===== src/rtl/apb_pkg.sv =====
// Shared types and defaults for the multi-subordinate APB3 manager.
package apb_pkg;

    // Manager FSM: request capture in IDLE, address phase in SETUP, data phase in ACCESS.
    typedef enum logic [1:0] {
        IDLE   = 2'd0,
        SETUP  = 2'd1,
        ACCESS = 2'd2
    } apb_state_e;

    localparam logic [31:0] DEF_BASE_ADDR     = 32'h1000_0000;
    localparam int          DEF_SLV_SPAN_BITS = 12;
    localparam int          DEF_TIMEOUT_CYC   = 16;

    // Width of a subordinate index; a single subordinate still gets a 1-bit index.
    function automatic int idx_width(input int num_slv);
        return (num_slv > 1) ? $clog2(num_slv) : 1;
    endfunction

endpackage


===== src/rtl/apb_addr_decode.sv =====
// Regular address decoder: subordinate i owns the 2^SLV_SPAN_BITS window
// starting at BASE_ADDR + (i << SLV_SPAN_BITS). Purely combinational.
module apb_addr_decode
    import apb_pkg::*;
#(
    parameter int                NUM_SLV       = 4,
    parameter int                ADDR_W        = 32,
    parameter logic [ADDR_W-1:0] BASE_ADDR     = ADDR_W'(DEF_BASE_ADDR),
    parameter int                SLV_SPAN_BITS = DEF_SLV_SPAN_BITS,
    parameter int                IDX_W         = idx_width(NUM_SLV)
) (
    input  logic [ADDR_W-1:0]  addr,
    output logic               hit,
    output logic [IDX_W-1:0]   idx,
    output logic [NUM_SLV-1:0] sel
);

    localparam logic [ADDR_W-1:0] NUM_SLV_A = ADDR_W'(NUM_SLV);

    logic [ADDR_W-1:0] offset;
    logic [ADDR_W-1:0] window;

    // Comparing the window number rather than BASE_ADDR + size avoids an
    // overflowing upper bound when the mapped region ends at the top of memory.
    assign offset = addr - BASE_ADDR;
    assign window = offset >> SLV_SPAN_BITS;
    assign hit    = (addr >= BASE_ADDR) && (window < NUM_SLV_A);
    assign idx    = window[IDX_W-1:0];
    assign sel    = hit ? (NUM_SLV'(1) << idx) : '0;

endmodule


===== src/rtl/apb_manager_nslv.sv =====
// APB3 manager bridging a simple request interface onto NUM_SLV subordinates.
// Supports PSLVERR propagation, unmapped-address error completion and
// back-to-back transfers. Define APB_MGR_TIMEOUT_EN to force-complete an
// ACCESS phase with an error after TIMEOUT_CYC unanswered cycles.
module apb_manager_nslv
    import apb_pkg::*;
#(
    parameter int                NUM_SLV       = 4,
    parameter int                ADDR_W        = 32,
    parameter int                DATA_W        = 32,
    parameter logic [ADDR_W-1:0] BASE_ADDR     = ADDR_W'(DEF_BASE_ADDR),
    parameter int                SLV_SPAN_BITS = DEF_SLV_SPAN_BITS,
    parameter int                TIMEOUT_CYC   = DEF_TIMEOUT_CYC
) (
    input  logic                      PCLK,
    input  logic                      PRESET,
    output logic [ADDR_W-1:0]         PADDR,
    output logic                      PWRITE,
    output logic                      PENABLE,
    output logic [DATA_W-1:0]         PWDATA,
    output logic [NUM_SLV-1:0]        PSEL,
    input  logic [NUM_SLV*DATA_W-1:0] PRDATA,
    input  logic [NUM_SLV-1:0]        PREADY,
    input  logic [NUM_SLV-1:0]        PSLVERR,
    input  logic                      transfer,
    input  logic                      write,
    input  logic [ADDR_W-1:0]         addr,
    input  logic [DATA_W-1:0]         wdata,
    output logic [DATA_W-1:0]         rdata,
    output logic                      ready,
    output logic                      error
);

    localparam int IDX_W = idx_width(NUM_SLV);

    apb_state_e         state;
    apb_state_e         state_next;
    logic [ADDR_W-1:0]  addr_q;
    logic               write_q;
    logic [DATA_W-1:0]  wdata_q;

    logic               hit;
    logic [IDX_W-1:0]   idx;
    logic [NUM_SLV-1:0] sel;

    logic               sel_ready;
    logic               sel_err;
    logic [DATA_W-1:0]  sel_rdata;

    logic               in_access;
    logic               timeout_hit;
    logic               done;
    logic               accept;

    apb_addr_decode #(
        .NUM_SLV       (NUM_SLV),
        .ADDR_W        (ADDR_W),
        .BASE_ADDR     (BASE_ADDR),
        .SLV_SPAN_BITS (SLV_SPAN_BITS),
        .IDX_W         (IDX_W)
    ) u_decode (
        .addr (addr_q),
        .hit  (hit),
        .idx  (idx),
        .sel  (sel)
    );

    // Pick out the addressed subordinate's response; all others are ignored.
    always_comb begin
        sel_ready = PREADY[idx];
        sel_err   = PSLVERR[idx];
        sel_rdata = PRDATA[idx*DATA_W +: DATA_W];
    end

    assign in_access = (state == ACCESS);

`ifdef APB_MGR_TIMEOUT_EN
    localparam int CNT_W = $clog2(TIMEOUT_CYC + 1);

    logic [CNT_W-1:0] wait_cnt;

    // Count unanswered ACCESS cycles; cleared on the SETUP -> ACCESS step.
    always_ff @(posedge PCLK or posedge PRESET) begin
        if (PRESET) begin
            wait_cnt <= '0;
        end else if (state == SETUP) begin
            wait_cnt <= '0;
        end else if (in_access && hit && !sel_ready) begin
            wait_cnt <= wait_cnt + 1'b1;
        end
    end

    assign timeout_hit = in_access && hit && !sel_ready &&
                         (wait_cnt == CNT_W'(TIMEOUT_CYC - 1));
`else
    assign timeout_hit = 1'b0;
`endif

    // An unmapped address finishes in its first ACCESS cycle with no bus activity.
    assign done   = in_access && (!hit || sel_ready || timeout_hit);
    assign accept = transfer && ((state == IDLE) || done);

    // Next-state logic; a request seen at completion goes straight back to SETUP.
    always_comb begin
        // NOTE: default first so every path assigns state_next and no latch is inferred.
        state_next = state;
        case (state)
            IDLE:    if (accept) state_next = SETUP;
            SETUP:   state_next = ACCESS;
            ACCESS:  if (done) state_next = transfer ? SETUP : IDLE;
            default: state_next = IDLE;
        endcase
    end

    // State register; reset aborts any transfer in flight without a completion.
    always_ff @(posedge PCLK or posedge PRESET) begin
        // NOTE: non-blocking assignments so every flop samples pre-edge values.
        if (PRESET) begin
            state <= IDLE;
        end else begin
            state <= state_next;
        end
    end

    // Capture the request on acceptance; values hold across IDLE.
    always_ff @(posedge PCLK or posedge PRESET) begin
        if (PRESET) begin
            addr_q  <= '0;
            write_q <= 1'b0;
            wdata_q <= '0;
        end else if (accept) begin
            addr_q  <= addr;
            write_q <= write;
            wdata_q <= wdata;
        end
    end

    assign PADDR   = addr_q;
    assign PWRITE  = write_q;
    assign PWDATA  = wdata_q;
    assign PSEL    = ((state == SETUP) || in_access) ? sel : '0;
    assign PENABLE = in_access && hit;

    assign ready = done;
    assign error = done && (!hit || timeout_hit || sel_err);
    assign rdata = (in_access && hit && sel_ready && !write_q) ? sel_rdata : '0;

endmodule


===== config.mk =====
export PLATFORM = sky130hd
export DESIGN_NAME = apb_manager_nslv
export DESIGN_NICKNAME = d
export VERILOG_FILES = /design/src/rtl/apb_pkg.sv /design/src/rtl/apb_addr_decode.sv /design/src/rtl/apb_manager_nslv.sv
export SDC_FILE = /design/constraint.sdc
export NUM_CORES = 1
export LEC_CHECK = 0
export BUFFER_PORTS_ARGS = -buffer_cell sky130_fd_sc_hd__buf_4
export CORE_AREA = 5 5 117 119
export CTS_CLUSTER_DIAMETER = 50
export DETAILED_ROUTE_END_ITERATION = 16
export DIE_AREA = 0 0 122 124
export HOLD_SLACK_MARGIN = 0.12
export PLACE_DENSITY = 0.66
export SYNTH_ARGS = -nofsm -noshare
export SYNTH_HDL_FRONTEND = slang
export SYNTH_SLANG_ARGS = --single-unit
export TNS_END_PERCENT = 1

===== constraint.sdc =====
create_clock -name PCLK -period 2.9 [get_ports PCLK]
set_input_delay 0.58 -clock PCLK [delete_from_list [all_inputs] [get_ports PCLK]]
set_output_delay 0.58 -clock PCLK [all_outputs]
set_load 0.05 [all_outputs]

==> out/results.env <==
MAPPEDNETLISTNETS=462
DRV_SLEW=0
PORTBUFFERS=307
FINALWEIGHTEDCONGESTION=0.883
PIN_COUNT_OF_THE_BIGGEST_NET_ENTERING_GLOBAL_ROUTING=40
CRIT_PATH_FROM='PADDR[21]'
PLACE_AREA_UM2=6410
RRSETUPSLACK_NS=0.51
AREAGROWTHSYNTHTOFINISH_PCT=84.3
WORST_EP_ARRIVAL_TIME_NS=2.34
DETAILROUTE.VIA_COUNT=3549
STATUS='finished with violations'
CTS-BUFFERS-INSERTED=9
FINAL.SETUP_SKEW_NS=0.00562
PATH_MAX_FANOUT=10
POST-DP-HPWL_UM=12400
ANTENNA_VIOLATIONS_BEFORE_REPAIR=1
RSZ0062_AT_GRT='yes'
SYNTH_TOP_CELL_BY_AREA='sky130_fd_sc_hd__dfrtp_1'
VIOLATION_COUNT_AFTER_THE_FIRST_DETAILED_ROUTE_ITERATION=172
SYN-CELL-AREA_UM2=3860
FINAL_AREA_UM2=7110
IRDROPWORSTVDD_mV=0.839
WIRE_PER_INST_UM=21.3
ACTUAL_TRANSITION_AT_THE_WORST_MAX_TRANSITION_PIN_NS=0.694
PATH_CLASS='register to primary output'
GRT_FIRST_PASS_WIRELENGTH_UM=21800
REG2REG_FROM='PADDR[12]'
FINALWIRELENGTH_UM=15800
CLOCK_LATENCY_NS=0.32
SYNTH.AVG_CELL_AREA_UM2=15.2
POST_ROUTE_CELLS_DRIVE_ABOVE_1_SHARE=0.815
CLK_ROOT_BUFFER_CELL='sky130_fd_sc_hd__clkbuf_16'
YOSYS.AREA.TOP_TYPE_SHARE=0.435
DRC=0
INITIAL_CORE_UTIL=0.309
CTSHTREEMAXLEVEL=3
PLACEMENTROWS=41
POST_SYNTH_MAIN_AREA_CONTRIBUTORS='sky130_fd_sc_hd__dfrtp_1 (43%), sky130_fd_sc_hd__mux4_2 (19%), sky130_fd_sc_hd__mux2_4 (14%)'
SYNTH.YOSYS.SEQ_AREA_SHARE=0.435
VIOLATIONS='setup timing'
FMAXACHIEVABLE_GHz=0.343
FINAL_WORST_SETUP_SLACK_NS=-0.0177
POWER.TOTAL_mW=7.66
BUFFER_LEVELS_ON_THE_LONGEST_CLOCK_PATH=2
DIE_H_UM=124
WORST_SETUP_PATH_END_KIND='primary output'
SYNTHCELLS=254
DIODES=0
YS.WARNINGS.COUNT=0
NETLIST-CELL-TYPE-COUNT=31
DIE_AREA_UM2=15100
POWER.LEAKAGE_nW=3.45
DRT-PASS1-ITER-COUNT=4
HOLDCRITPATHCLASS='input port to async pin'
PATH_CLK_SLEW_NS=0.05
TIMING.FINAL.SETUP_VIOLATIONS=10
DRT_VIA_DENSITY=4.77
CLOCK_SINK_COUNT=67
CRITPATHREQUIREDTIME_NS=2.32
GRT_OVERFLOW_TOTAL=0
FINAL_CYCLE_SHARE=1.01
YOSYS_REGISTER_BITS=67
HOLD-WORST-SLACK_NS=0.367
IOS=308
CAP_VIOLATIONS=0
FIN_NETS=775
TRACK_USAGE=0.192
WORSTSETUPSTARTPOINTTYPE='register'
DETAIL-ROUTE-ANTENNA-NETS=0
TRITONCTS_CLOCK_TREE='done'
DIE_W_UM=122
FINALHOLDVIOLATIONS=0
POWER.DENSITY_nW_PER_UM2=1080
PERIOD_NEEDED_NS=2.92
TIMING.MAX_SLEW.REL_SLACK=0.537
CORE_REGION_AREA_UM2=12500
GRT_PASS1_VIAS=3940
## per-layer routing
metal / vias to the layer above / part of all wire / global-route usage
met3: 29 / 0.13 / 0.0895
met5: - / 0.00044 / 0
met1: 1716 / 0.34 / 0.204
met2: 214 / 0.50 / 0.330
li1: 1588 / - / -
met4: 2 / 0.029 / 0.0756
## metrics by stage
step	TNS (ns)	cells	setup slack, ns	util
6_report	-0.0485	744	-0.0177	0.570
2_1_floorplan	-11.13	254	-0.386	-
5_1_grt	-3.10	744	-0.113	0.570
3_5_place_dp	0	724	0.255	0.514
3_3_place_gp	0	724	0.308	0.514
4_1_cts	-1.10	740	-0.0638	0.542
## registers in the layout, indices dropped and copies added (netlist names)
name and cells:
PADDR 32, state 2, PWRITE 1, PWDATA 32
## logic make-up after synthesis
| group | Yosys count | share of synthesized area |
|---|---|---|
| adders and majority gates | 4 | 0.0130 |
| and+or+nand+nor | 47 | 0.0772 |
| muxes | 88 | 0.386 |
| AOI/OAI and AO/OA | 23 | 0.0516 |
| buffers and inverters | 25 | 0.0373 |
| DFF | 67 | 0.435 |
## worst max-delay path: stages (launching register included)
cell and delay [ns]:
sky130_fd_sc_hd__dfrtp_1 0.38, sky130_fd_sc_hd__or4_1 0.53, sky130_fd_sc_hd__nor3_2 0.11, sky130_fd_sc_hd__and4_1 0.23, sky130_fd_sc_hd__nand4b_1 0.11, sky130_fd_sc_hd__buf_6 0.17, sky130_fd_sc_hd__buf_12 0.16, sky130_fd_sc_hd__nor2b_4 0.13
sky130_fd_sc_hd__buf_6 0.17
## final cells by class
cell class,count,area (um2)
well taps,172,215
clock inverters,4,25.0
fillers,1024,5360
flip-flops and latches,67,1680
clock buffers,12,256
multi-input cells,162,2260
inverters,4,15.0
repair buffers,323,2660
## repair_timing
| action | CTS | global route |
|---|---|---|
| hold buffers | 0 | 0 |
| gates cloned | 0 | 1 |
| setup buffers | 0 | 4 |
| endpoints found under the setup margin | 32 | 36 |
| pin swaps | 1 | 1 |
| gates resized for setup | 19 | 89 |
## cell usage after synthesis (all sizes together)
master  number
nor2b       32
buf         12
a32o         1
nand2        2
or4          1
nor4         2
mux2i        3
a22oi        1
nor4b        1
a21o         1
a21bo        1
and4         2
and2         1
a22o        14
nand4b       1
clkbuf       9
nor3         2
dfrtp       67
o21ai        1
mux2        52
inv          4
a21oi        1
mux4        33
a311oi       1
nor3b        2
nor2         1
a21boi       2
ha           4
## final timing paths
path                        endpoint  cells after the start
setup / recovery           rdata[13]                      8
hold / removal             PADDR[10]                      2
setup reg to reg           PADDR[17]                      5
hold reg to reg             PADDR[8]                      1
max in group asynchronous  PADDR[12]                      3
min in group PCLK          PADDR[28]                      2
## layout by cell type, fill, tap and decap left out, types with 2 or more instances in the layout
cell	count
sky130_fd_sc_hd__buf_6	29
sky130_fd_sc_hd__buf_12	6
sky130_fd_sc_hd__nor2b_4	22
sky130_fd_sc_hd__a21boi_0	2
sky130_fd_sc_hd__nor3b_2	2
sky130_fd_sc_hd__dfrtp_1	65
sky130_fd_sc_hd__buf_4	281
sky130_fd_sc_hd__clkbuf_16	9
sky130_fd_sc_hd__ha_1	4
sky130_fd_sc_hd__inv_1	3
sky130_fd_sc_hd__mux2_2	17
sky130_fd_sc_hd__mux4_2	33
sky130_fd_sc_hd__mux2_4	35
sky130_fd_sc_hd__a22o_1	14
sky130_fd_sc_hd__and4_1	2
sky130_fd_sc_hd__buf_8	7
sky130_fd_sc_hd__mux2i_1	3
sky130_fd_sc_hd__clkinvlp_4	2
sky130_fd_sc_hd__nor3_2	2
sky130_fd_sc_hd__nor4_1	2
sky130_fd_sc_hd__dfrtp_2	2
sky130_fd_sc_hd__clkbuf_8	2
sky130_fd_sc_hd__nor2b_2	10
sky130_fd_sc_hd__clkinv_2	2
## report_power, final
part / total, mW / switching (mW) / leakage (nW) / internal, mW
logic: 4.85 / 2.71 / 2.52 / 2.14
clock network: 1.01 / 0.384 / 0.135 / 0.622
registers: 1.80 / 0.386 / 0.794 / 1.41
total: 7.66 / 3.48 / 3.45 / 4.18
Note: power is estimated with default switching activity, not from simulation.
